===== config.mk =====
export PLATFORM = sky130hd
export DESIGN_NAME = tdm_demux2
export DESIGN_NICKNAME = d
export VERILOG_FILES = /design/src/rtl/tdm_demux2_pkg.sv /design/src/rtl/tdm_demux2_frame_counter.sv /design/src/rtl/tdm_demux2.sv
export SDC_FILE = /design/constraint.sdc
export NUM_CORES = 1
export LEC_CHECK = 0
export CORE_MARGIN = 3
export CORE_UTILIZATION = 25
export DETAILED_ROUTE_END_ITERATION = 8
export MAX_ROUTING_LAYER = met4
export SKIP_CTS_REPAIR_TIMING = 1
export SYNTH_ARGS = -nofsm -noshare
export SYNTH_HDL_FRONTEND = slang
export SYNTH_HIERARCHICAL = 1
export SYNTH_SLANG_ARGS = --single-unit

===== constraint.sdc =====
create_clock -name CLK -period 1.9 [get_ports CLK]
set_input_delay 0.475 -clock CLK [delete_from_list [all_inputs] [get_ports CLK]]
set_output_delay 0.475 -clock CLK [all_outputs]
set_load 0.01 [all_outputs]

===== src/rtl/tdm_demux2_pkg.sv =====
// Shared definitions for the two-channel TDM link: state encoding and default sample width.
// The transmit-side interleaver imports this too, so both ends agree on the marker convention.
package tdm_demux2_pkg;

  localparam int DEFAULT_WIDTH = 8;

  typedef enum logic [1:0] {
    HUNT = 2'd0,
    EXP1 = 2'd1,
    EXP0 = 2'd2
  } tdm_state_t;

endpackage


===== src/rtl/tdm_demux2_frame_counter.sv =====
// Free-running count of completed frames; wraps silently at 2^CNT_W.
module tdm_demux2_frame_counter #(
  parameter int CNT_W = 8
) (
  input  logic             CLK,
  input  logic             RST,
  input  logic             en,
  output logic [CNT_W-1:0] count
);

  always_ff @(posedge CLK or posedge RST) begin
    if (RST) begin
      count <= '0;
    end else if (en) begin
      count <= count + 1'b1;
    end
  end

endmodule


===== src/rtl/tdm_demux2.sv =====
// Receive end of the two-channel TDM link: realigns on channel-0 markers, rebuilds
// both channel samples per frame, and reports lock, sticky framing errors and a frame count.
module tdm_demux2
  import tdm_demux2_pkg::*;
#(
  parameter int WIDTH = DEFAULT_WIDTH,
  parameter int CNT_W = 8
) (
  input  logic             CLK,
  input  logic             RST,
  input  logic [WIDTH-1:0] D,
  input  logic             V,
  input  logic             F,
  input  logic             CLR,
  output logic [WIDTH-1:0] Y0,
  output logic [WIDTH-1:0] Y1,
  output logic             VLD,
  output logic             LOCK,
  output logic             ERR,
  output logic [CNT_W-1:0] FCNT
);

  tdm_state_t       state;
  tdm_state_t       state_next;
  logic [WIDTH-1:0] hold;
  logic             hold_load;
  logic             frame_done;
  logic             err_set;

  always_ff @(posedge CLK or posedge RST) begin
    if (RST) begin
      state <= HUNT;
    end else begin
      state <= state_next;
    end
  end

  // A marker always reloads hold, even in EXP1, so a missing channel-1 word resyncs on the new frame.
  always_comb begin
    state_next = state;
    hold_load  = 1'b0;
    frame_done = 1'b0;
    err_set    = 1'b0;
    case (state)
      HUNT: begin
        if (V && F) begin
          hold_load  = 1'b1;
          state_next = EXP1;
        end
      end
      EXP1: begin
        if (V) begin
          if (F) begin
            err_set   = 1'b1;
            hold_load = 1'b1;
          end else begin
            frame_done = 1'b1;
            state_next = EXP0;
          end
        end
      end
      EXP0: begin
        if (V) begin
          if (F) begin
            hold_load  = 1'b1;
            state_next = EXP1;
          end else begin
            err_set    = 1'b1;
            state_next = HUNT;
          end
        end
      end
      default: begin
        state_next = HUNT;
      end
    endcase
  end

  always_ff @(posedge CLK or posedge RST) begin
    if (RST) begin
      hold <= '0;
      Y0   <= '0;
      Y1   <= '0;
      VLD  <= 1'b0;
      LOCK <= 1'b0;
    end else begin
      if (hold_load) begin
        hold <= D;
      end
      if (frame_done) begin
        Y0 <= hold;
        Y1 <= D;
      end
      VLD  <= frame_done;
      LOCK <= (state_next != HUNT);
    end
  end

  // A new error outranks a simultaneous clear.
  always_ff @(posedge CLK or posedge RST) begin
    if (RST) begin
      ERR <= 1'b0;
    end else if (err_set) begin
      ERR <= 1'b1;
    end else if (CLR) begin
      ERR <= 1'b0;
    end
  end

  tdm_demux2_frame_counter #(
    .CNT_W(CNT_W)
  ) u_frame_counter (
    .CLK  (CLK),
    .RST  (RST),
    .en   (frame_done),
    .count(FCNT)
  );

endmodule

* After elaboration in Yosys (flattened, before gate mapping)
Index checks and enable logic that the tools add are counted.
Storage, ports and cells: bits in registers 37, bits in latches 0, bits in writable memories 0, bits in read-only memories 0, input bits 13, output and inout bits 27, word-level logic and storage cells 32, memories kept 0
Operators by class: add/subtract/negate cells 1, multipliers 0, divide/modulo/power cells 0, $lt $le $gt $ge 0, equal/unequal tests 2, shift-type cells 0, multiplexer cells 16, bitwise gates (word level) 0, reductions and logical operators 5
Operator list (number):
- $mux W1 | 9
- $add A8 B1 Y8 const B | 1
- $mux W2 | 4
- $pmux W2 S3 | 1
- $pmux W1 S2 | 2
- $reduce_bool A2 Y1 | 2
- $eq A2 B1 Y1 const B | 1
- $eq A2 B2 Y1 const B | 1
- $logic_not A2 Y1 | 1
- $reduce_or A2 Y1 | 1
- $logic_and A1 B1 Y1 | 1

* Logic depth before layout (Yosys ltp)
word-level depth 4, gate-level depth with buffers 9

* Cells and area by module
The synthesis kept the hierarchy.
Modules (own cells, without submodules):
- tdm_demux2 | instances 1, cells each 82, area an instance 1218.7 sq um, seq. area each 725.7 sq um
- tdm_demux2_frame_counter | instances 1, cells each 27, area an instance 345.3 sq um, seq. area each 200.2 sq um

* Worst setup path before layout
No wires, ideal clock.
path kind register to register, from register state[1], to register u_frame_counter.count[7], library setup time 0.079 ns, data arrival time 1.700 ns, slack 0.121 ns, stages on the path, launching flop included 10, buffers on the path 2, cell sequence dfrtp_1 inv_1 ha_1 nand3b_1 buf_6 buf_6 inv_1 nand4_2 nor3_2 xor2_1
On the way: cells in the longest elaborated chain, start to end 2
RTL lines:
- from (decl) | RTL line tdm_demux2.sv:23 | tdm_state_t state;
- from (signal assigned) | RTL line tdm_demux2.sv:34 | state <= state_next;
- $eq A2 B1 Y1 | RTL line tdm_demux2.sv:44 | case (state)
- $mux W1 | RTL line tdm_demux2.sv:44
- named net frame_done | RTL line tdm_demux2.sv:27 | logic frame_done;
- to (signal assigned) | RTL line tdm_demux2_frame_counter.sv:15 | count <= count + 1'b1;
- to (decl) | RTL line tdm_demux2_frame_counter.sv:8 | output logic [CNT_W-1:0] count
The timed path passes the listed nets, and every way through them passes these cells. A chain may end at the register's enable or synchronous reset.

* Worst setup path in the final report
from register u_frame_counter.count[0], to output FCNT[0]
RTL lines:
- to (decl) | RTL line tdm_demux2.sv:20 | output logic [CNT_W-1:0] FCNT
No word-level cell between the ends.

==> results.txt <==
Hold Crit Class - in -> async
Fill cells - 560
R2R setup slack - 0.13 ns
Sequential Power Share - 0.426
per-cell routed wire length - 14.1 µm
# diodes - 0
flops & latches, synth - 37
RSZ-0062 raised after global routing - no
CTS Buf Count - 5
number of port buffers - 39
Vias per Instance - 4.45
Starting Density - 0.261
instance count on the critical path - 1
Mapped Area - 1560 µm²
chip width - 85.1 µm
Req. time, crit path - 1.42 ns
async set or reset register ratio after synthesis - 1.00
area of the multi-input gates - 593 µm²
post-synth top area share - 0.592
Die Y - 85.1 µm
vias in the first global route - 1187
post-synthesis net count - 128
Yosys cell types - 26
FP Rows - 28
crit path DAT - 1.31 ns
GPL Wtd Cong - 0.810
Power, Total - 0.00319 W
gr usage total - 0.101
area grow syn2layout - 36.6%
most frequent cell after synthesis - dfrtp_1
Ys Warns - 6
Clock Skew - 0.00384 ns
final instance area - 2140 µm²
top post-synthesis cells by area - dfrtp_1 (59%), mux2_2 (17%), ha_1 (4.8%)
initial antenna violation count - 0
met3 usage - 0.0408
Seq/Total Area, Yosys - 0.592
DR vias - 1033
die area - 7240 µm²
CTS tree - built
Max Slew Vio Count - 0
worst reg2reg startpoint - state[0]
critical setup path kind - reg -> out
DR pass1 iterations - 4
clk buf depth - 2
CTS clock-pin slew for the worst setup and hold paths - 0.07 ns
I/O pins - 40
top post-synthesis cells by count - dfrtp_1 (37), mux2_2 (24), ha_1 (6), inv_1 (6), nand2_1 (6)
first-pass GRT wire length - 5.60 mm
DRC - 0
switching pwr - 0.00100 W
Worst Setup Start Kind - flip-flop
CP bufs+invs - 1
CP endpoint kind - output port
syn_area_per_cell - 14.3 µm²
peak supply drop - 0.000759 V
storage element area - 926 µm²
Synth Flop Type - dfrtp_1
Final #Nets - 177
leakage - 0.945 nW
Tightest Pin Transition - 0.360 ns
power per cell area - 1490 nW/µm²
Power Internal - 0.00219 W
Synth Instances - 109
final hold vios - 0
CORE AREA - 5990 µm²
Tcrit/Tclk final - 0.940
Sw Ratio - 0.314
Max Fclk - 560 MHz
clock latency on the worst-skew pair - 0.28 ns
share of layout cells above drive strength 1 - 0.255
post-layout min period - 1.79 ns
GR peak layer - met2
met1 Usage GRT - 0.124
Max transition margin - 0.760
slowest CP cell - clkdlybuf4s50_1
area leader, netlist - dfrtp_1
Setup-failing EPs final - 0
delay-heaviest family, CP - buffers and inverters
initial DRC count - 33
H-tree depth - 2
max cap viols - 0
Crit Path Max Fanout - 4
drt total wl - 3.27 mm
combinational fraction of design power - 0.418
total grt overflow - 0
R2R depth - 6
Area after DPL - 2060 µm²
outcome - complete, no violations
dpl cells - 226
met2 GRT Util - 0.153
hpwl dp - 2.44 mm
Post-synth EDFFs - 0
CP Cell Sequence - clkdlybuf4s50_1
worst flop-to-flop path endpoint - hold[2]
largest net degree at the start of global routing - 29
critical path's largest stage delay - 0.58 ns
clock share of power - 0.155
root buf cell - clkbuf_8
Final Non-Filler Cells - 232
CTS sink cnt - 37
Detail Route Antenna Nets - 0
-- worst reg2reg max path: cells and delay by family (launching register included) --
family                   cells  cell delay [ns]
flip-flops                   1             0.44
adder cells (fa/ha/maj)      1             0.34
multiplexers                 1             0.33
buffers and inverters        2             0.28
AND/OR/NAND/NOR              2             0.27
-- cell type report --
type                            instances  area share
Timing Repair Buffer                   44       0.200
Inverter                                6      0.0105
Clock buffer                            5      0.0322
Sequential cell                        37       0.433
Tap cell                               75      0.0439
Multi-Input combinational cell         64       0.278
Clock inverter                          1     0.00234
-- power by group through the flow --
stage	clock, W	sequential [W]	combinational [W]
floorplan	0	0.00144	0.000594
global placement	0	0.00136	0.00130
detailed placement	0	0.00138	0.00136
CTS	0.000521	0.00137	0.00136
global route	0.000562	0.00141	0.00145
finish	0.000496	0.00136	0.00133
-- state kept, by name, summed over array words and instances, names as in the netlist --
name,cells
ERR,1
Y0,8
LOCK,1
u_frame_counter/count,8
Y1,8
VLD,1
state,2
hold,8
-- worst max path at each step --
| stage | to | startpoint |
|---|---|---|
| global route | u_frame_counter/count[7] | state[1] |
| global placement | Y1[7] | F |
| finish | FCNT[0] | u_frame_counter/count[0] |
| CTS | FCNT[0] | u_frame_counter/count[0] |
| detailed placement | Y1[3] | F |
| floorplan | u_frame_counter/count[7] | state[1] |
-- stage by stage --
stage	setup TNS, ns	util	setup WS, ns	hold WS (ns)
finish	0	0.357	0.114	0.369
CTS	0	0.357	0.106	0.365
floorplan	0	-	0.121	0.291
global route	0	0.357	0.0229	0.366
global placement	-0.807	0.344	-0.0504	0.485
detailed placement	-1.87	0.344	-0.100	0.490
-- cells in the final DEF (no fill, tap or decap) --
cell type / netlist / layout
nand3b_1: 1 / 1
and2b_1: 1 / 1
nand4_2: 1 / 1
nand2_1: 6 / 6
xor2_1: 3 / 3
and3_1: 1 / 1
o22ai_1: 1 / 1
dfrtp_1: 37 / 37
nand2b_1: 1 / 1
clkdlybuf4s50_1: 0 / 39
mux2_2: 24 / 24
xnor2_1: 4 / 4
a31o_2: 1 / 1
inv_1: 6 / 6
a211oi_1: 1 / 1
nor3_2: 1 / 1
a21boi_0: 1 / 1
nor3_4: 1 / 1
nand4_1: 2 / 2
nor2_1: 3 / 3
o31ai_1: 1 / 1
a31oi_1: 1 / 1
ha_1: 6 / 6
clkinv_2: 0 / 1
clkbuf_8: 0 / 5
buf_4: 0 / 5
a21oi_1: 1 / 1
mux2_4: 1 / 1
mux2i_1: 1 / 1
-- cells by family (layout without fill, tap and decap cells) --
logic type,after synthesis,after routing,synth area share
buffers and inverters,8,56,0.0288
and+or+nand+nor,18,18,0.0720
adders and majority gates,6,6,0.0480
xor gates and xnor gates,7,7,0.0392
muxes,26,26,0.189
DFF,37,37,0.592
AOI/OAI and AO/OA,7,7,0.0312
-- metal layers --
metal	share of wire	vias to the layer above
li1	-	475
met1	0.48	520
met2	0.45	34
met3	0.059	4
met4	0.013	0
met5	0	-
(Power assumes the default switching activity.)
==> RTL change 1: new RTL, same settings <==
The package constant `DEFAULT_WIDTH` goes from 8 to 10.
--- a/src/rtl/tdm_demux2_pkg.sv
+++ b/src/rtl/tdm_demux2_pkg.sv
@@ -3,5 +3,5 @@
 package tdm_demux2_pkg;
 
-  localparam int DEFAULT_WIDTH = 8;
+  localparam int DEFAULT_WIDTH = 10;
 
   typedef enum logic [1:0] {
Ports: changed (resized D, Y0 and Y1); port bits go from 40 to 46. The function was not compared with the original's and may differ.
==> RTL change 1 against the original RTL <==
Area after synthesis rose by 13%. Sequential cell count rose by 6. Synthesized cell count rose by 11%. Total power rose by 15%. Worst setup slack got worse by 0.0060 ns. Cell area rose by 17%. Core utilization rose by 2.1 points. Routed wire length rose by 11%. Critical path type unchanged. Critical endpoint is now FCNT[2].
==> RTL change 1: results (changes against the original RTL) <==
Yosys
  – Post-synth cell types: 25 (-3.8%)
  – Adder and majority cell fraction of the synthesized area: 0.0426 (-0.00545)
  – Synthesized Nets: 142 (+11%)
  – Sequential area share after synthesis: 0.610 (+0.0179)
  – Share of cell area taken by muxes after synthesis: 0.204 (+0.0147)
  – Average cell area after synthesis: 14.6 µm² (+1.6%)

GRT
  – First-pass GRT wire length: 6.25 mm (+12%)
  – Largest net degree at the start of global routing: 36 (+24%)
  – Global router's overall resource usage: 0.0990 (-0.00243)

Detailed routing
  – Via total after detailed routing: 1116 (+8.0%)
  – Initial DRC Count: 45 (+36%)

Place
  – Routability Congestion: 0.747 (-7.7%)
  – Total cell area at the placement stage: 2410 µm² (+17%)
  – Port bufs: 45 (+15%)

Cells and area
  – Final net count: 201 (+14%)
  – Buffers, non-clock: 54 (+23%)
  – Layout fillers: 657 (+17%)
  – Area occupied by multi-input gates: 656 µm² (+11%)
  – Layout cell share with drive strength beyond 1: 0.287 (+0.0325)

Worst setup path
  – Worst setup path start: u_frame_counter/count[2]$_DFFE_PP0P_
  – CP Max Fanout: 5 (+1)
  – Destination of the worst register-to-register timing path: hold[7]$_DFFE_PP0P_

Timing
  – Worst clock skew: 0.00540 ns (+0.00156 ns)
  – Headroom to the max-slew limit: 0.785 (+0.0254)

Clocking
  – Worst-Skew Late Latency: 0.30 ns (+0.02 ns)

Outcome
  – Outcome: finished, final reports clean
[RTL change 1: cell count changes after synthesis]
cell / unedited run / this run
sky130_fd_sc_hd__nor2b_1: 0 / 1
sky130_fd_sc_hd__mux2_4: 1 / 0
sky130_fd_sc_hd__and2b_1: 1 / 0
sky130_fd_sc_hd__buf_6: 2 / 0
sky130_fd_sc_hd__dfrtp_1: 37 / 43
sky130_fd_sc_hd__mux2_2: 24 / 31
sky130_fd_sc_hd__buf_2: 0 / 2
[RTL change 1: through the flow]
| step | setup TNS, ns | hold WS, ns | worst slack [ns] | instances |
|---|---|---|---|---|
| final | 0 | 0.466 | 0.108 | 274 |
| after global routing | 0 | 0.511 | 0.0422 | 274 |
| after CTS | 0 | 0.463 | 0.0811 | 274 |
| after detailed placement | -0.496 | 0.491 | -0.0487 | 266 |
| after global placement | -0.547 | 0.479 | -0.0582 | 266 |
| after floorplan | 0 | 0.291 | 0.114 | 121 |
[RTL change 1: how the worst min path moves through the flow]
stage / end / slack (ns) / startpoint
3_3_place_gp: Y0[4]$_DFFE_PP0P_ / 0.48 / hold[4]$_DFFE_PP0P_
6_report: u_frame_counter/count[7]$_DFFE_PP0P_ / 0.47 / RST
4_1_cts: u_frame_counter/count[7]$_DFFE_PP0P_ / 0.46 / RST
5_1_grt: u_frame_counter/count[7]$_DFFE_PP0P_ / 0.51 / RST
2_1_floorplan: u_frame_counter/count[0]$_DFFE_PP0P_ / 0.29 / RST
3_5_place_dp: Y0[5]$_DFFE_PP0P_ / 0.49 / hold[5]$_DFFE_PP0P_
[RTL change 1: routing by layer]
layer	track usage	vias to the layer above	wire length, µm
met5	-	-	0
met4	0.0383	0	58
met3	0.0551	7	402
met2	0.128	38	1430
met1	0.128	537	1730
li1	-	534	-
==> RTL change 2: new RTL, config.mk and constraints unchanged <==
Without the edit above. Re-encode `tdm_state_t` (3 states) as one-hot, 3 bits wide.
--- a/src/rtl/tdm_demux2_pkg.sv
+++ b/src/rtl/tdm_demux2_pkg.sv
@@ -5,8 +5,8 @@
   localparam int DEFAULT_WIDTH = 8;
 
-  typedef enum logic [1:0] {
-    HUNT = 2'd0,
-    EXP1 = 2'd1,
-    EXP0 = 2'd2
+  typedef enum logic [2:0] {
+    HUNT = 3'b001,
+    EXP1 = 3'b010,
+    EXP0 = 3'b100
   } tdm_state_t;
 
Behaviour: no difference found for any inputs over 10 cycles, from zero or initial values and one cycle with RST high; not proved beyond that.
==> RTL change 2 against the original RTL <==
Sequential cell count increased by 1. Area after synthesis up 0.40%. Worst setup slack worse by 0.018 ns. Non-clock buffer count is 3 higher. Routed wire length is 2.6% lower. Cell area grew 2.1%. Critical path type is now primary input to flop. Critical endpoint is now Y1[0]$_DFFE_PP0P_.
Power is not compared: it rests on default switching activity, and its combinational part moved more than twofold at a synthesized area within 25%.
==> RTL change 2: results (changes against the original RTL) <==
GRT
  – Met3 Usage GRT: 0.0291 (-0.0117)
  – First-pass GRT wire length: 5.37 mm (-4.2%)
  – Via count of the first global-routing pass: 1130 (-4.8%)
  – Met2 Usage GRT: 0.153 (+0.000706)

Worst setup path
  – Crit path capture: Y1[0]$_DFFE_PP0P_
  – Worst setup path start: V
  – CP Max Fanout: 11 (+7)
  – Reg-to-reg startpoint: state[1]$_DFF_PP0_

Timing
  – Worst clock skew: 0.00799 ns (+0.00415 ns)
  – Smallest hold slack: 0.474 ns (+0.105 ns)
  – Time the final worst path needs with I/O delays and setup: 1.80 ns (+0.0184 ns)

Yosys
  – Leading cell types by total area after synthesis: sky130_fd_sc_hd__dfrtp_1 (59%), sky130_fd_sc_hd__mux2_2 (11%), sky130_fd_sc_hd__mux2_4 (7.6%)
  – Synthesized Nets: 118 (-7.8%)
  – Share of cell area taken by muxes after synthesis: 0.205 (+0.0160)
  – Post-synth cell types: 27 (+3.8%)
  – Adder and majority cell fraction of the synthesized area: 0.00797 (-0.0400)
  – Average cell area after synthesis: 15.1 µm² (+5.2%)
  – Post-Synth XOR/XNOR Area: 0.0390 (-0.000156)
  – Sequential area share after synthesis: 0.606 (+0.0144)

Detailed routing
  – Met3 Wirelength: 203 µm (+5.2%)
  – Average routed wire per standard cell: 13.8 µm (-2.2%)
  – Via-per-instance ratio: 4.44 (-0.25%)
  – Sum of routed wire segments on met1: 1.39 mm (-11%)
  – Initial DRC Count: 35 (+6.1%)

Outcome
  – Outcome: finished, final reports clean

Cells and area
  – Layout fillers: 600 (+7.1%)
  – Layout cell share with drive strength beyond 1: 0.282 (+0.0273)
  – Final net count: 169 (-4.5%)

Worst hold path
  – Worst hold path type: flop to flop

Place
  – Total cell area at the placement stage: 2090 µm² (+1.3%)
RTL change 2: cell types whose count changed after synthesis, moves of 2 or more:
cell / before / now
sky130_fd_sc_hd__o221ai_1: 0 / 2
sky130_fd_sc_hd__ha_1: 6 / 1
sky130_fd_sc_hd__nand2b_1: 1 / 3
sky130_fd_sc_hd__inv_1: 6 / 4
sky130_fd_sc_hd__mux2_2: 24 / 16
sky130_fd_sc_hd__mux2_4: 1 / 8
RTL change 2: cell type report:
| cell class | instances | area [µm²] | area share |
|---|---|---|---|
| Sequential cell | 38 | 952 | 0.436 |
| Multi-Input combinational cell | 59 | 579 | 0.265 |
| Timing Repair Buffer | 47 | 450 | 0.206 |
| Tap cell | 75 | 93.8 | 0.0430 |
| Clock buffer | 7 | 86.3 | 0.0396 |
| Inverter | 4 | 15.0 | 0.00688 |
| Clock inverter | 1 | 5.00 | 0.00229 |
